==> src/rtl/alarm_countdown_pkg.sv <==
//------------------------------------------------------------------------------
// Module   : alarm_pkg
// Brief    : Shared types, limits and helpers for the alarm countdown timer.
// Revision : 1.0 - initial release
//------------------------------------------------------------------------------
`default_nettype none

package alarm_pkg;

  localparam int CNT_W = 20;

  // 99:59.99 expressed in 10 ms units
  localparam logic [CNT_W-1:0] MAX_COUNT = 20'd599999;

  typedef enum logic [1:0] {
    IDLE   = 2'd0,
    RUN    = 2'd1,
    PAUSED = 2'd2,
    ALARM  = 2'd3
  } state_t;

  // Clamp a setpoint to the largest value the display can show
  function automatic logic [CNT_W-1:0] sat_count(input logic [CNT_W-1:0] v);
    return (v > MAX_COUNT) ? MAX_COUNT : v;
  endfunction

endpackage

`default_nettype wire

==> src/rtl/alarm_countdown_if.sv <==
//------------------------------------------------------------------------------
// Module   : alarm_countdown_if
// Brief    : Command pulses and status outputs of the alarm countdown timer.
// Revision : 1.0 - initial release
//------------------------------------------------------------------------------
`default_nettype none

interface alarm_countdown_if;
  import alarm_pkg::*;

  logic             load;
  logic [CNT_W-1:0] load_value;
  logic             start;
  logic             pause;
  logic             ack;
  logic [CNT_W-1:0] num;
  logic             running;
  logic             alarm;
  logic             blink;

  // Controller side: issues commands, observes the timer
  modport master (
    output load, load_value, start, pause, ack,
    input  num, running, alarm, blink
  );

  // Timer side
  modport slave (
    input  load, load_value, start, pause, ack,
    output num, running, alarm, blink
  );

endinterface

`default_nettype wire

==> src/rtl/alarm_countdown_tick_gen.sv <==
//------------------------------------------------------------------------------
// Module   : tick_gen
// Brief    : Free-running clock divider producing a one-cycle tick strobe
//            every CLK_HZ/TICK_HZ cycles.
// Revision : 1.0 - initial release
//------------------------------------------------------------------------------
`default_nettype none

module tick_gen #(
  parameter int CLK_HZ  = 50_000_000,
  parameter int TICK_HZ = 100
) (
  input  logic clk,
  input  logic rst_n,
  output logic tick
);

  localparam int DIV = CLK_HZ / TICK_HZ;
  localparam int DW  = (DIV > 1) ? $clog2(DIV) : 1;
  localparam logic [DW-1:0] LAST = DW'(DIV - 1);

  logic [DW-1:0] div_cnt;

  // Divider counts 0..DIV-1 and wraps; it never stops once out of reset
  always_ff @(posedge clk) begin
    if (!rst_n) begin
      div_cnt <= '0;
    end else if (div_cnt == LAST) begin
      div_cnt <= '0;
    end else begin
      div_cnt <= div_cnt + 1'b1;
    end
  end

  // Strobe is a pure decode of the divider register
  assign tick = (div_cnt == LAST);

endmodule

`default_nettype wire

==> src/rtl/alarm_countdown.sv <==
//------------------------------------------------------------------------------
// Module   : alarm_countdown
// Brief    : 10 ms countdown timer with setpoint, pause/resume and blinking
//            alarm; drives the six-digit alarm display decoder.
// Revision : 1.0 - initial release
//------------------------------------------------------------------------------
`default_nettype none

module alarm_countdown
  import alarm_pkg::*;
#(
  parameter int CLK_HZ      = 50_000_000,
  parameter int TICK_HZ     = 100,
  parameter int BLINK_TICKS = 50
) (
  input  logic               clk,
  input  logic               rst_n,
  alarm_countdown_if.slave   bus
);

  localparam logic [1:0] S_IDLE   = IDLE;
  localparam logic [1:0] S_RUN    = RUN;
  localparam logic [1:0] S_PAUSED = PAUSED;
  localparam logic [1:0] S_ALARM  = ALARM;

  localparam int BW = (BLINK_TICKS > 1) ? $clog2(BLINK_TICKS) : 1;
  localparam logic [BW-1:0] BLINK_LAST = BW'(BLINK_TICKS - 1);

  logic             tick;
  logic [1:0]       state,    state_nx;
  logic [CNT_W-1:0] num_q,    num_nx;
  logic [CNT_W-1:0] set_q,    set_nx;
  logic [BW-1:0]    bcnt_q,   bcnt_nx;
  logic             blink_q,  blink_nx;
  logic             running_q;
  logic             alarm_q;

  tick_gen #(
    .CLK_HZ  (CLK_HZ),
    .TICK_HZ (TICK_HZ)
  ) u_tick_gen (
    .clk   (clk),
    .rst_n (rst_n),
    .tick  (tick)
  );

  // Next-state logic; load outranks every other command where it applies
  always_comb begin
    state_nx = state;
    num_nx   = num_q;
    set_nx   = set_q;
    bcnt_nx  = bcnt_q;
    blink_nx = blink_q;
    if (bus.load && (state == S_IDLE || state == S_PAUSED)) begin
      num_nx   = sat_count(bus.load_value);
      set_nx   = sat_count(bus.load_value);
      state_nx = S_IDLE;
    end else begin
      case (state)
        S_IDLE: begin
          if (bus.start && (num_q != '0)) begin
            state_nx = S_RUN;
          end
        end
        S_RUN: begin
          // A tick coinciding with pause still decrements before holding
          if (tick) begin
            num_nx = num_q - 1'b1;
            if (num_q == CNT_W'(1)) begin
              state_nx = S_ALARM;
              bcnt_nx  = '0;
              blink_nx = 1'b1;
            end else if (bus.pause) begin
              state_nx = S_PAUSED;
            end
          end else if (bus.pause) begin
            state_nx = S_PAUSED;
          end
        end
        S_PAUSED: begin
          if (bus.start) begin
            state_nx = S_RUN;
          end
        end
        S_ALARM: begin
          if (bus.ack) begin
            state_nx = S_IDLE;
            num_nx   = set_q;
            bcnt_nx  = '0;
            blink_nx = 1'b1;
          end else if (tick) begin
            if (bcnt_q == BLINK_LAST) begin
              bcnt_nx  = '0;
              blink_nx = ~blink_q;
            end else begin
              bcnt_nx = bcnt_q + 1'b1;
            end
          end
        end
        default: state_nx = S_IDLE;
      endcase
    end
  end

  // State, count and registered status outputs
  always_ff @(posedge clk) begin
    if (!rst_n) begin
      state     <= S_IDLE;
      num_q     <= '0;
      set_q     <= '0;
      bcnt_q    <= '0;
      blink_q   <= 1'b1;
      running_q <= 1'b0;
      alarm_q   <= 1'b0;
    end else begin
      state     <= state_nx;
      num_q     <= num_nx;
      set_q     <= set_nx;
      bcnt_q    <= bcnt_nx;
      blink_q   <= blink_nx;
      running_q <= (state_nx == S_RUN);
      alarm_q   <= (state_nx == S_ALARM);
    end
  end

  assign bus.num     = num_q;
  assign bus.running = running_q;
  assign bus.alarm   = alarm_q;
  assign bus.blink   = blink_q;

endmodule

`default_nettype wire

==> src/flat_wrapper.sv <==
// flat-port wrapper written by rule: the top's interface ports become plain ports
module alarm_countdown_flat import alarm_pkg::*;
#(
  parameter int CLK_HZ      = 50_000_000,
  parameter int TICK_HZ     = 100,
  parameter int BLINK_TICKS = 50
)
  (clk, rst_n, bus_load, bus_load_value, bus_start, bus_pause, bus_ack, bus_num, bus_running, bus_alarm, bus_blink);
  alarm_countdown_if bus_i ();
  input  logic clk;
  input  logic rst_n;
  input wire logic [$bits(bus_i.load)-1:0] bus_load;
  input wire logic [$bits(bus_i.load_value)-1:0] bus_load_value;
  input wire logic [$bits(bus_i.start)-1:0] bus_start;
  input wire logic [$bits(bus_i.pause)-1:0] bus_pause;
  input wire logic [$bits(bus_i.ack)-1:0] bus_ack;
  output wire logic [$bits(bus_i.num)-1:0] bus_num;
  output wire logic [$bits(bus_i.running)-1:0] bus_running;
  output wire logic [$bits(bus_i.alarm)-1:0] bus_alarm;
  output wire logic [$bits(bus_i.blink)-1:0] bus_blink;
  assign bus_i.load = bus_load;
  assign bus_i.load_value = bus_load_value;
  assign bus_i.start = bus_start;
  assign bus_i.pause = bus_pause;
  assign bus_i.ack = bus_ack;
  assign bus_num = bus_i.num;
  assign bus_running = bus_i.running;
  assign bus_alarm = bus_i.alarm;
  assign bus_blink = bus_i.blink;
  alarm_countdown #(.CLK_HZ(CLK_HZ), .TICK_HZ(TICK_HZ), .BLINK_TICKS(BLINK_TICKS)) u_core (.clk(clk), .rst_n(rst_n), .bus(bus_i));
endmodule
==> config.mk <==
export PLATFORM = sky130hd
export DESIGN_NAME = alarm_countdown_flat
export DESIGN_NICKNAME = d
export VERILOG_FILES = /design/src/rtl/alarm_countdown_pkg.sv /design/src/rtl/alarm_countdown_if.sv /design/src/rtl/alarm_countdown_tick_gen.sv /design/src/rtl/alarm_countdown.sv /design/src/flat_wrapper.sv
export SDC_FILE = /design/constraint.sdc
export NUM_CORES = 1
export LEC_CHECK = 0
export CORE_MARGIN = 5
export CORE_UTILIZATION = 52
export CTS_BUF_LIST = sky130_fd_sc_hd__clkbuf_8
export DETAILED_ROUTE_END_ITERATION = 12
export GPL_TIMING_DRIVEN = 0
export PLACE_DENSITY = 0.78
export SYNTH_ARGS = -nofsm -noshare
export SYNTH_HDL_FRONTEND = slang
export SYNTH_SLANG_ARGS = --single-unit
==> constraint.sdc <==
create_clock -name clk -period 2 [get_ports clk]
set_input_delay 0.6 -clock clk [delete_from_list [all_inputs] [get_ports clk]]
set_output_delay 0.6 -clock clk [all_outputs]
set_load 0.03 [all_outputs]
==> results of run 1 <==
-- worst max-delay path: stages (launching register included) --
cell	delay [ns]
dfxtp_4	0.35
or4_4	0.52
or4_4	0.46
o21ai_4	0.19
buf_6	0.13
buf_6	0.09
buf_6	0.09
nand2_1	0.04
o221a_2	0.23
-- synthesized netlist by cell type, types with 3 or more instances --
cell      count  area [um2]
a31o_2        3        26.3
a211oi_1      4        30.0
and2_1        3        18.8
a31oi_1      11        68.8
and4_1        3        26.3
o21a_1        4        30.0
mux2i_1       5        50.1
nor4_1       10        62.6
nand2_1      39         146
or4_1         3        22.5
a22oi_1       4        30.0
o221a_2       6        67.6
nand4_1       8        50.1
o31ai_1       4        30.0
ha_1          5        62.6
or3_1         8        50.1
nor2_1       58         218
o21ai_0      34         170
xnor2_1      14         123
o211ai_1      5        37.5
nand3_1      14        70.1
and3_1        8        50.1
inv_1        10        37.5
xor2_1        9        78.8
a21oi_1      28         140
dfxtp_1      70        1400
o31a_1        3        26.3
clkbuf_1     21        78.8
buf_6         3        33.8
nor3_1        8        40.0
o21ai_1       7        35.0
-- cells by family after synthesis --
| kind of cell | count (synthesis) |
|---|---|
| AOI/OAI and AO/OA | 136 |
| xor gates and xnor gates | 23 |
| adders and majority gates | 5 |
| buffers and inverters | 39 |
| DFF | 70 |
| muxes | 5 |
| and+or+nand+nor | 182 |
-- placed cells by master (no fill, tap or decap), types with 8 or more instances in the layout --
cell type        instances
xnor2_1                 14
clkdlybuf4s50_1         18
clkbuf_8                12
inv_1                   11
a21oi_1                 21
and3_1                   8
dfxtp_1                 60
o21ai_2                 11
o21ai_0                 28
nand3_1                 13
buf_4                   24
clkbuf_2                10
dlygate4sd2_1           23
xor2_1                   9
nor2_1                  47
nand4_1                  8
a31oi_1                 11
buf_6                   11
nand2_1                 35
clkbuf_1                 8
or3_1                    8
-- flip-flops by register name (all words and copies together), names as in the netlist --
| register | cells |
|---|---|
| u_core.u_tick_gen.div_cnt | 19 |
| u_core.bus.blink | 1 |
| u_core.state | 2 |
| u_core.bus.alarm | 1 |
| u_core.bcnt_q | 6 |
| u_core.bus.num | 20 |
| u_core.bus.running | 1 |
| u_core.set_q | 20 |
-- where the power goes --
part	total (uW)	internal [uW]	switching, uW
clock network	1060	507	549
logic	1040	449	588
registers	1590	1480	111
-- timing repair --
item                       CTS  global route
setup endpoints to repair   86            55
pin swaps                   17            25
gates cloned                 4             0
gates resized for setup     93            79
setup buffers               19            14
-- layout make-up --
cell class	count	area [um2]	area share [%]
repair buffers	83	793	14.8
clock inverters	5	26.3	0.490
flip-flops and latches	70	1430	26.6
plain buffers	25	179	3.34
well taps	99	124	2.31
multi-input cells	351	2620	48.8
inverters	11	43.8	0.817
clock buffers	11	151	2.82
-- metrics by stage --
| step | instance area [um2] | utilization (%) | hold WS (ns) |
|---|---|---|---|
| floorplan | 3830 | - | 0.413 |
| global placement | 4430 | 62.1 | 0.430 |
| detailed placement | 4430 | 62.1 | 0.447 |
| CTS | 4950 | 69.4 | 0.457 |
| global route | 5360 | 75.1 | 0.479 |
| finish | 5360 | 75.1 | 0.450 |
-- worst paths after layout --
path	to
worst max-delay path	u_core.bus.num[19]$_SDFFE_PN0P_
worst min-delay path	u_core.u_tick_gen.div_cnt[0]$_SDFF_PP0_
worst max register to register	u_core.bus.num[19]$_SDFFE_PN0P_
worst min register to register	u_core.u_tick_gen.div_cnt[0]$_SDFF_PP0_
-- layer usage --
layer  vias to the layer above  GRT usage (%)  part of all wire [%]
met5                         -              0                     0
met4                         0           15.9                   6.7
met2                       283           46.9                    48
met3                        97           7.09                   9.7
met1                      2013           31.0                    36
li1                       1878              -                     -
==> flow_summary.yaml, run 1 <==
setup_path:
  reg2reg_setup_slack_ns: -0.21
  rr_worst_depth: 8
  critPathMaxFanout: 3
  arrival_ns: 2.46
  critPathRequiredTime_ns: 2.25
  critPathCaptureType: "flip-flop"
  critPathLaunchType: "flip-flop"
  startpoint: "u_core.u_tick_gen.div_cnt[5]$_SDFF_PP0_"
  path_class: "reg2reg"
  timing.rr.start: "u_core.u_tick_gen.div_cnt[5]$_SDFF_PP0_"
detailed_routing:
  drtAntennaViolNets: 0
  drc: 0
  routed_wl_um: 13500
  wl_per_cell_um: 20.6
  vias: 4271
  drt_iter0_markers: 357
  drt_pass1_iterations: 6
  viasPerCell: 6.52
status:
  violations: "negative setup slack"
  status: "finished with violations"
die:
  ios: 49
  die-area_um2: 9020
  initial_utilization_pct: 52.6
  fp.coreArea_um2: 7140
  rows: 31
  die_width_um: 95.0
  die_y_um: 95.0
power:
  p_per_area_nw_per_um2: 686
  power.total_uw: 3680
  leakage_uw: 0.00203
  ir_drop_v: 0.000392
logic_synthesis:
  ys_seq_area_share_pct: 37.3
  ys_types: 68
  synth_edf_count: 0
  muxShareOfSynthArea_pct: 1.33
  async_flop_share_pct: 0
  yosysWarnings: 0
  avgSynthCellArea_um2: 8.17
  synth_seq_cells: 70
  yosys_most_used_dff: "dfxtp_1"
  synth_top_family_by_area: "simple AND/OR/NAND/NOR gates"
  syn-instance-count: 460
  yosys.area_share.simple_pct: 25.1
  synth_area_um2: 3760
  synthAdderAreaFrac_pct: 1.67
  syn-num-nets: 491
  synth-xor-area-share_pct: 5.36
  synth_compound_area_share_pct: 24.6
place:
  pre_cts_ws_ns: -0.840
  gp_congestion: 0.938
  port_buffers: 47
  dp_hpwl_um: 7920
  placed_cells: 606
sta:
  finalCritPeriodShare_pct: 111
  tns_ns: -3.87
  finalHoldViolCount: 0
  slew_headroom_pct: 44.2
  max_freq_ghz: 0.452
  min_period_ns: 2.21
  finClkSkew_ns: 0.0108
  setup_viol_count_final: 31
  rsz0062_at_grt: "true"
  layout_setup_ws_ns: -0.211
  worstMarginPinSlew_ns: 0.837
  slew_viol_final: 0
clock_tree:
  clkLatencyLatePin_ns: 0.36
  cts_made_buffers: 9
  cts_max_level: 3
  cts_tree: "done"
  cts_max_path_buffers: 2
  hold_buffers: 0
  cts_root_buf: "clkbuf_8"
  clock-sinks: 70
  clk_transition_reported_paths_ns: 0.07
cells_and_area:
  drive_gt1_share_pct: 30.0
  diodes: 0
  fillers: 523
  fin_cells: 655
  layout.nets: 582
  synthToLayoutAreaGrowth_pct: 42.7
global_routing:
  antenna_found_initial: 0
  first_global_vias: 3903
  grtUsageTotal_pct: 27.6
  grt_pass1_wl_um: 19200
  grt_max_degree: 12
  overflow: 0
worst_hold_path:
  min_path_type: "reg2reg"
  min_from: "u_core.u_tick_gen.div_cnt[0]$_SDFF_PP0_"
  hold_depth: 1
job:
  drv_cap: 0
Note: power is estimated with default switching activity, not from simulation.
==> inputs of run 2 (changes only) <==
--- a/config.mk
+++ b/config.mk
@@ -5,6 +5,7 @@
 export SDC_FILE = /design/constraint.sdc
 export NUM_CORES = 1
 export LEC_CHECK = 0
+export CAP_MARGIN = 20
 export CORE_MARGIN = 5
 export CORE_UTILIZATION = 52
 export CTS_BUF_LIST = sky130_fd_sc_hd__clkbuf_8
==> results of run 2 <==
Final layout, timing and power as in run 1 (identical DEF).
==> inputs of run 3 (changes only) <==
--- a/config.mk
+++ b/config.mk
@@ -11,7 +11,8 @@
 export CTS_BUF_LIST = sky130_fd_sc_hd__clkbuf_8
 export DETAILED_ROUTE_END_ITERATION = 12
 export GPL_TIMING_DRIVEN = 0
-export PLACE_DENSITY = 0.78
+export PLACE_DENSITY = 0.77
 export SYNTH_ARGS = -nofsm -noshare
 export SYNTH_HDL_FRONTEND = slang
 export SYNTH_SLANG_ARGS = --single-unit
+export TNS_END_PERCENT = 100
==> flow_summary.yaml, run 3 (same netlist as run 1, synthesis figures left out) <==
status:
  status: "finished with violations"
  violations: "negative setup slack"
cells_and_area:
  final_common_cell: "dfxtp_1"
  fillers: 543
  final_util_pct: 73.8
  multiInputGateArea_um2: 2530
  final_cell_mix: "dfxtp_1 (61), nor2_1 (52), nand2_1 (36)"
  layout.nets: 577
  drive_gt1_share_pct: 27.0
  diodes: 0
  register_area_um2: 1420
  synthToLayoutAreaGrowth_pct: 40.2
worst_hold_path:
  min_from: "u_core.u_tick_gen.div_cnt[0]$_SDFF_PP0_"
  hold_depth: 1
  min_path_type: "reg2reg"
global_routing:
  antenna_found_initial: 0
  overflow: 0
  grt_max_degree: 13
  grt_pass1_wl_um: 19300
  grtUsageTotal_pct: 27.8
  first_global_vias: 3795
power:
  p_per_area_nw_per_um2: 768
  leakage_uw: 0.00197
  ir_drop_v: 0.000480
place:
  gp_congestion: 0.917
  port_buffers: 47
  dp_hpwl_um: 8000
  pre_cts_ws_ns: -0.840
sta:
  layout_setup_ws_ns: -0.154
  worstMarginPinSlew_ns: 0.754
  setup_viol_count_final: 29
  rsz0062_at_grt: "true"
  tns_ns: -2.47
  slew_headroom_pct: 49.8
  finalCritPeriodShare_pct: 108
  finClkSkew_ns: 0.0125
  finalHoldViolCount: 0
  slew_viol_final: 0
  max_freq_ghz: 0.464
  min_period_ns: 2.15
clock_tree:
  cts_root_buf: "clkbuf_8"
  cts_max_level: 3
  cts_made_buffers: 9
  cts_max_path_buffers: 2
  clkLatencyLatePin_ns: 0.36
  cts_tree: "done"
  clk_transition_reported_paths_ns: 0.07
  clock-sinks: 70
setup_path:
  critPathCaptureType: "flip-flop"
  arrival_ns: 2.40
  rr_worst_depth: 6
  crit_top_cell: "or4_4"
  critPathMaxFanout: 5
  critPathLaunchType: "flip-flop"
  slowest_stage: "or4_4"
  crit_chain: "or4_4 -> or4_4 -> o21ai_4 -> buf_6 -> nand2_2 -> o221a_2"
  startpoint: "u_core.u_tick_gen.div_cnt[11]$_SDFF_PP0_"
  path_class: "reg2reg"
  critPathRequiredTime_ns: 2.25
  slowest_delay_ns: 0.53
  timing.rr.start: "u_core.u_tick_gen.div_cnt[11]$_SDFF_PP0_"
die:
  initial_utilization_pct: 52.6
  ios: 49
  die_width_um: 95.0
  fp.coreArea_um2: 7140
  die-area_um2: 9020
  rows: 31
  die_y_um: 95.0
detailed_routing:
  drc: 0
  vias: 4145
  drt_iter0_markers: 498
  drtAntennaViolNets: 0
  drt_pass1_iterations: 6
  wl_per_cell_um: 20.1
  viasPerCell: 6.38
  routed_wl_um: 13000
job:
  drv_cap: 0
## run 3: changes by cell type in the layout (fill, tap and decap cells not counted), sizes merged, moves of 2 or more
| cell | delta |
|---|---|
| dlygate4sd2 | +2 |
| clkinvlp | +2 |
| clkbuf | -3 |
| clkinv | -3 |
| buf | -3 |
| inv | -2 |
| bufinv | +3 |
## run 3: final cells by class
class                   instances  share of cell area [%]
multi-input cells             351                    48.0
flip-flops and latches         70                    27.0
repair buffers                 79                    13.7
plain buffers                  24                    3.16
clock buffers                  11                    2.87
well taps                      99                    2.35
clock inverters                 5                    2.00
inverters                      11                   0.832
## run 3: power by group
group          total [uW]  internal [uW]  switching, uW
registers            1580           1470            106
logic                 987            423            564
clock network        1480            896            579
total                4040           2790           1250
## run 3: layer usage
metal,track usage (%),wire length (um),up-vias,part of all wire (%)
li1,-,-,1864,-
met1,34.1,4970,1944,38
met2,46.2,6250,266,48
met3,4.70,1180,71,9.1
met4,15.1,631,0,4.8
met5,0,0,-,0
## run 3: final timing paths
kind,slack [ns],to
worst max-delay path,-0.15,u_core.bus.num[19]$_SDFFE_PN0P_
worst min-delay path,0.46,u_core.u_tick_gen.div_cnt[0]$_SDFF_PP0_
worst max register to register,-0.15,u_core.bus.num[19]$_SDFFE_PN0P_
worst min register to register,0.46,u_core.u_tick_gen.div_cnt[0]$_SDFF_PP0_
## run 3: worst max-delay path: cells and delay by family (launching register included)
family,cells,cell delay [ns]
AND/OR/NAND/NOR,3,1.03
AO/OA/AOI/OAI,2,0.51
flip-flops,1,0.34
buffers and inverters,1,0.17
## run 3: stage by stage
stage | cells | power, uW | cell area [um2] | hold slack, ns
final | 650 | 4040 | 5270 | 0.457
after global routing | 650 | 4160 | 5270 | 0.480
after CTS | 639 | 3890 | 4960 | 0.460
after detailed placement | 606 | 2380 | 4430 | 0.448
after global placement | 606 | 2360 | 4430 | 0.432
after floorplan | 460 | 2090 | 3830 | 0.413
## run 3: timing repair
action	in CTS	in global routing
pin swaps	25	18
cloned	2	1
setup endpoints to repair	87	61
hold buffers	0	0
buffers inserted	15	14
resized for setup	96	49
==> patch 1, RTL diff (flow settings as in run 1) <==
Change the package constant `CNT_W` from 20 to 30.
--- a/src/rtl/alarm_countdown_pkg.sv
+++ b/src/rtl/alarm_countdown_pkg.sv
@@ -8,5 +8,5 @@
 package alarm_pkg;
 
-  localparam int CNT_W = 20;
+  localparam int CNT_W = 30;
 
   // 99:59.99 expressed in 10 ms units
Ports: changed (resized bus_load_value and bus_num); port bits go from 49 to 69. The function was not compared with the original's and may differ.
==> patch 1 against run 1 <==
The run still ends with negative setup slack left. Via count rose by 27%. Worst setup slack lost 0.028 ns. Sequential cell count up 20. Count of clock-buffer cells in the layout shrank 1. Routed wire length increased by 27%. Final area up 25%. Core utilization is 0.85 points higher. Area after synthesis increased by 26%. Power rose by 33%. Final cell count up 24%. Largest cell class unchanged. Largest power group unchanged. Highest routed layer unchanged.
==> patch 1: results (changes against run 1) <==
slack of the critical path - -0.2385 ns (-0.02759 ns)
Hold Path Class - flip-flop to flip-flop
Mapped Cells - 585 (+27%)
Via density - 6.646 (+1.9%)
Worst path max stage delay - 0.55 ns (+0.03 ns)
number of global-route vias before repair - 5103 (+31%)
Worst slew margin - 36.57% (-7.6 points)
nets - 742 (+27%)
Num CTS Buffers - 9 (unchanged)
first-pass GRT wire length - 25.74 mm (+34%)
clock slew at reported path FFs - 0.09 ns (+0.02 ns)
gr usage total - 28.40% (+0.85 points)
Clk Latency, worst-skew pair - 0.38 ns (+0.02 ns)
share of cells above drive strength 1 - 27.38% (-2.7 points)
P_leak - 2.664 nW (+31%)
Commonest cells post-synth - dfxtp_1, nor2_1, o21ai_0
# fillers - 603 (+15%)
CP top delay family - simple AND/OR/NAND/NOR gates
CP max stage cell - or4_4
initial antenna violation count - 0 (unchanged)
Setup violations, final - 38 (+23%)
DR pass1 iterations - 9 (+3)
pin count of the biggest net entering global routing - 20 (+8)
RePlAce Congestion - 0.9339 (-0.48%)
Seq/Total Area, Yosys - 38.03% (+0.73 points)
IO buf count - 67 (+43%)
pre-CTS WS - -0.7984 ns (+0.04139 ns)
Synth area leaders - dfxtp_1, o21ai_0, nor2_1
total wire length - 17.20 mm (+27%)
WP data arrival - 2.52 ns (+0.06 ns)
crit path max fanout - 7 (+4)
Initial DRC Count - 642 (+80%)
Placed Area - 5598 µm² (+26%)
post-synth net total - 627 (+28%)
Fin Setup TNS - -5.391 ns (-1.519 ns)
worst IR drop on VDD - 0.4099 mV (+4.5%)
Yosys top cell by area - dfxtp_1
H-Tree Depth - 3 (unchanged)
Placed Cells - 760 (+25%)
Synth cell types - 63 (-7.4%)
Detail Placement HPWL - 10.46 mm (+32%)
failing checks - negative setup slack
status - finished with violations
Root Driver - clkbuf_8
Worst Clk Skew - 0.01012 ns (-0.0006336 ns)
Finished Layout Cells - 813 (+24%)
# diodes - 0 (unchanged)
-- patch 1: cell types whose count changed in the layout (fill, tap and decap cells not counted), moves of 6 or more --
| cell | run 1 | this run |
|---|---|---|
| o21ai_1 | 2 | 10 |
| a21oi_1 | 21 | 36 |
| nor3_1 | 4 | 14 |
| nor2_1 | 47 | 65 |
| nand3_2 | 0 | 6 |
| dlygate4sd2_1 | 23 | 37 |
| buf_4 | 24 | 31 |
| nand3_1 | 13 | 25 |
| dfxtp_1 | 60 | 77 |
-- patch 1: layout make-up --
| cell class | instances | area (µm²) | share of cell area (%) |
|---|---|---|---|
| Inverter | 11 | 41.29 | 0.6172 |
| Sequential cell | 90 | 1826 | 27.29 |
| Clock buffer | 10 | 137.6 | 2.057 |
| Buffer | 28 | 158.9 | 2.375 |
| Multi-Input combinational cell | 451 | 3257 | 48.68 |
| Tap cell | 108 | 135.1 | 2.020 |
| Clock inverter | 6 | 88.84 | 1.328 |
| Timing Repair Buffer | 109 | 1046 | 15.63 |
-- patch 1: worst paths after layout --
kind                                                         startpoint                               to  slack (ns)  cells past startpoint
worst max-delay path            u_core.u_tick_gen.div_cnt[6]$_SDFF_PP0_  u_core.bus.num[26]$_SDFFE_PN0P_       -0.24                      9
worst min-delay path                      u_core.set_q[15]$_SDFFE_PN0P_    u_core.set_q[15]$_SDFFE_PN0P_        0.47                      2
worst max register to register  u_core.u_tick_gen.div_cnt[6]$_SDFF_PP0_  u_core.bus.num[26]$_SDFFE_PN0P_       -0.24                      9
worst min register to register            u_core.set_q[15]$_SDFFE_PN0P_    u_core.set_q[15]$_SDFFE_PN0P_        0.47                      2
-- patch 1: per-layer routing --
layer | up-vias | part of all wire, % | global-route usage, %
li1 | 2393 | - | -
met1 | 2525 | 37 | 35.13
met2 | 377 | 47 | 47.50
met3 | 108 | 11 | 6.540
met4 | 0 | 5.3 | 12.00
met5 | - | 0 | 0
-- patch 1: kinds of logic after synthesis --
logic type | after synthesis | synth area share (%)
multiplexers | 2 | 0.4226
flip-flops | 90 | 38.03
AND/OR/NAND/NOR | 253 | 29.50
adder cells (fa/ha/maj) | 6 | 1.585
AO/OA/AOI/OAI | 162 | 21.24
buffers and inverters | 46 | 4.411
XOR/XNOR | 26 | 4.807
-- patch 1: power breakdown --
group	internal (mW)	total (mW)	leakage, nW	switching [mW]
registers	1.88	2.02	0.740	0.140
logic	0.607	1.43	1.81	0.823
clock network	0.741	1.46	0.109	0.717
-- patch 1: timing repair --
item / in CTS / in global routing
gates resized for setup: 150 / 75
endpoints found under the setup margin: 99 / 61
gates cloned: 4 / 1
setup buffers: 35 / 7
pin swaps: 31 / 26
-- patch 1: worst min-delay path, stage by stage (launching register included) --
cell,delay (ns)
dfxtp_1,0.32
nand2_1,0.05
a21oi_1,0.05
==> patch 2, RTL diff (config.mk and constraints of run 1) <==
Without the edit above. Make the reset (`rst_n`) asynchronous in 2 clocked blocks.
--- a/src/rtl/alarm_countdown_tick_gen.sv
+++ b/src/rtl/alarm_countdown_tick_gen.sv
@@ -23,5 +23,5 @@
 
   // Divider counts 0..DIV-1 and wraps; it never stops once out of reset
-  always_ff @(posedge clk) begin
+  always_ff @(posedge clk or negedge rst_n) begin
     if (!rst_n) begin
       div_cnt <= '0;
--- a/src/rtl/alarm_countdown.sv
+++ b/src/rtl/alarm_countdown.sv
@@ -104,5 +104,5 @@
 
   // State, count and registered status outputs
-  always_ff @(posedge clk) begin
+  always_ff @(posedge clk or negedge rst_n) begin
     if (!rst_n) begin
       state     <= S_IDLE;
Formal check against the unedited RTL: differs if rst_n is asserted again (counterexample within 4 cycles, from zero or initial values and one cycle with rst_n low); with rst_n held inactive, the same outputs for 10 cycles.
==> patch 2 against run 1 <==
The flow still finishes with violations (negative setup slack). Critical path depth shrank 2. First-iteration DRC count grew 19%. Routed wire length shrank 7.3%. Sequential cell count is the same. Area after synthesis shrank 0.80%. Worst setup slack lost 0.044 ns. Final area is the same. Highest routed layer unchanged.
Power is not compared: it rests on default switching activity, and its combinational part moved more than twofold at a synthesized area within 25%.
==> patch 2: results (changes against run 1) <==
status - finished with violations
failing checks - negative setup slack
multi-input combinational cell area - 2237 µm² (-15%)
post-synth net total - 441 (-10%)
Setup violations, final - 28 (-9.7%)
met3 Use GR - 5.498% (-1.6 points)
vias - 3923 (-8.1%)
Synth cell types - 54 (-21%)
pre-CTS WS - -0.9926 ns (-0.1528 ns)
WL met1 - 4.759 mm (-1.3%)
clkbuf count - 10 (-1)
number of global-route vias before repair - 3628 (-7.0%)
Final non-clock buffer share - 19.11% (+0.98 points)
multi-input gates - 312 (-11%)
clk tree area frac - 3.314% (about the same)
Worst Clk Skew - 0.01261 ns (+0.001862 ns)
mux contribution to synthesized area - 0.5373% (-0.80 points)
pin count of the biggest net entering global routing - 71 (+59)
Synth Area in XOR/XNOR - 5.406% (+0.043 points)
Placed Cells - 554 (-8.6%)
dominant register cell in the synthesized netlist - dfrtp_1
Worst path max stage delay - 0.55 ns (+0.03 ns)
Register-to-Register Path Depth - 6 (-2)
Fin Setup TNS - -3.533 ns (+0.3400 ns)
ys async rst share - 100.0% (+100 points)
nets - 551 (-5.3%)
Detail Placement HPWL - 6.742 mm (-15%)
Seq/Total Area, Yosys - 47.04% (+9.7 points)
FF-to-FF End - u_core.bcnt_q[4]$_DFFE_PN0P_
share of cells above drive strength 1 - 31.81% (+1.8 points)
CP Launch Point - u_core.bus.num[15]$_DFFE_PN0P_
DR pass1 iterations - 7 (+1)
slack of the critical path - -0.2549 ns (-0.04394 ns)
WHS - 0.3653 ns (-0.08465 ns)
Inverters - 10 (-1)
Synth area leaders - dfrtp_1, nor2_1, nand2_1
Slew @ Worst Pin - 0.8776 ns (+0.04049 ns)
Post-Synth Adder-Cell Area - 1.679% (+0.013 points)
WL/cell - 20.14 µm (-2.2%)
Mapped Cells - 410 (-11%)
WP data arrival - 2.54 ns (+0.08 ns)
# fillers - 438 (-16%)
Non-CTS buffers - 117 (+8.3%)
Placed Area - 4413 µm² (-0.37%)
gr usage total - 25.65% (-1.9 points)
full die area - 8959 µm² (-0.71%)
Post-CTS Resized - 100 (+7.5%)
crit path max fanout - 4 (+1)
post-CTS setup buffer count - 33 (+14)
==> patch 2: cell count changes after synthesis, moves of 5 or more <==
cell / change
a22o_1: +6
xor2_1: +5
dfrtp_1: +69
nor4_1: -7
nor3_1: +12
a21oi_1: -14
xnor2_1: -5
clkbuf_1: -5
o22a_1: +7
a31oi_1: -8
o21ai_0: -10
dfxtp_1: -70
o221a_2: -5
==> patch 2: worst max path at each step <==
stage,to,slack [ns],cells after the start
2_1_floorplan,u_core.bcnt_q[4]$_DFFE_PN0P_,-0.34,7
3_3_place_gp,u_core.bus.num[12]$_DFFE_PN0P_,-2.39,1
3_5_place_dp,u_core.bus.num[13]$_DFFE_PN0P_,-0.99,8
4_1_cts,u_core.bcnt_q[4]$_DFFE_PN0P_,-0.29,6
5_1_grt,u_core.bcnt_q[4]$_DFFE_PN0P_,-0.31,7
6_report,u_core.bcnt_q[4]$_DFFE_PN0P_,-0.25,6
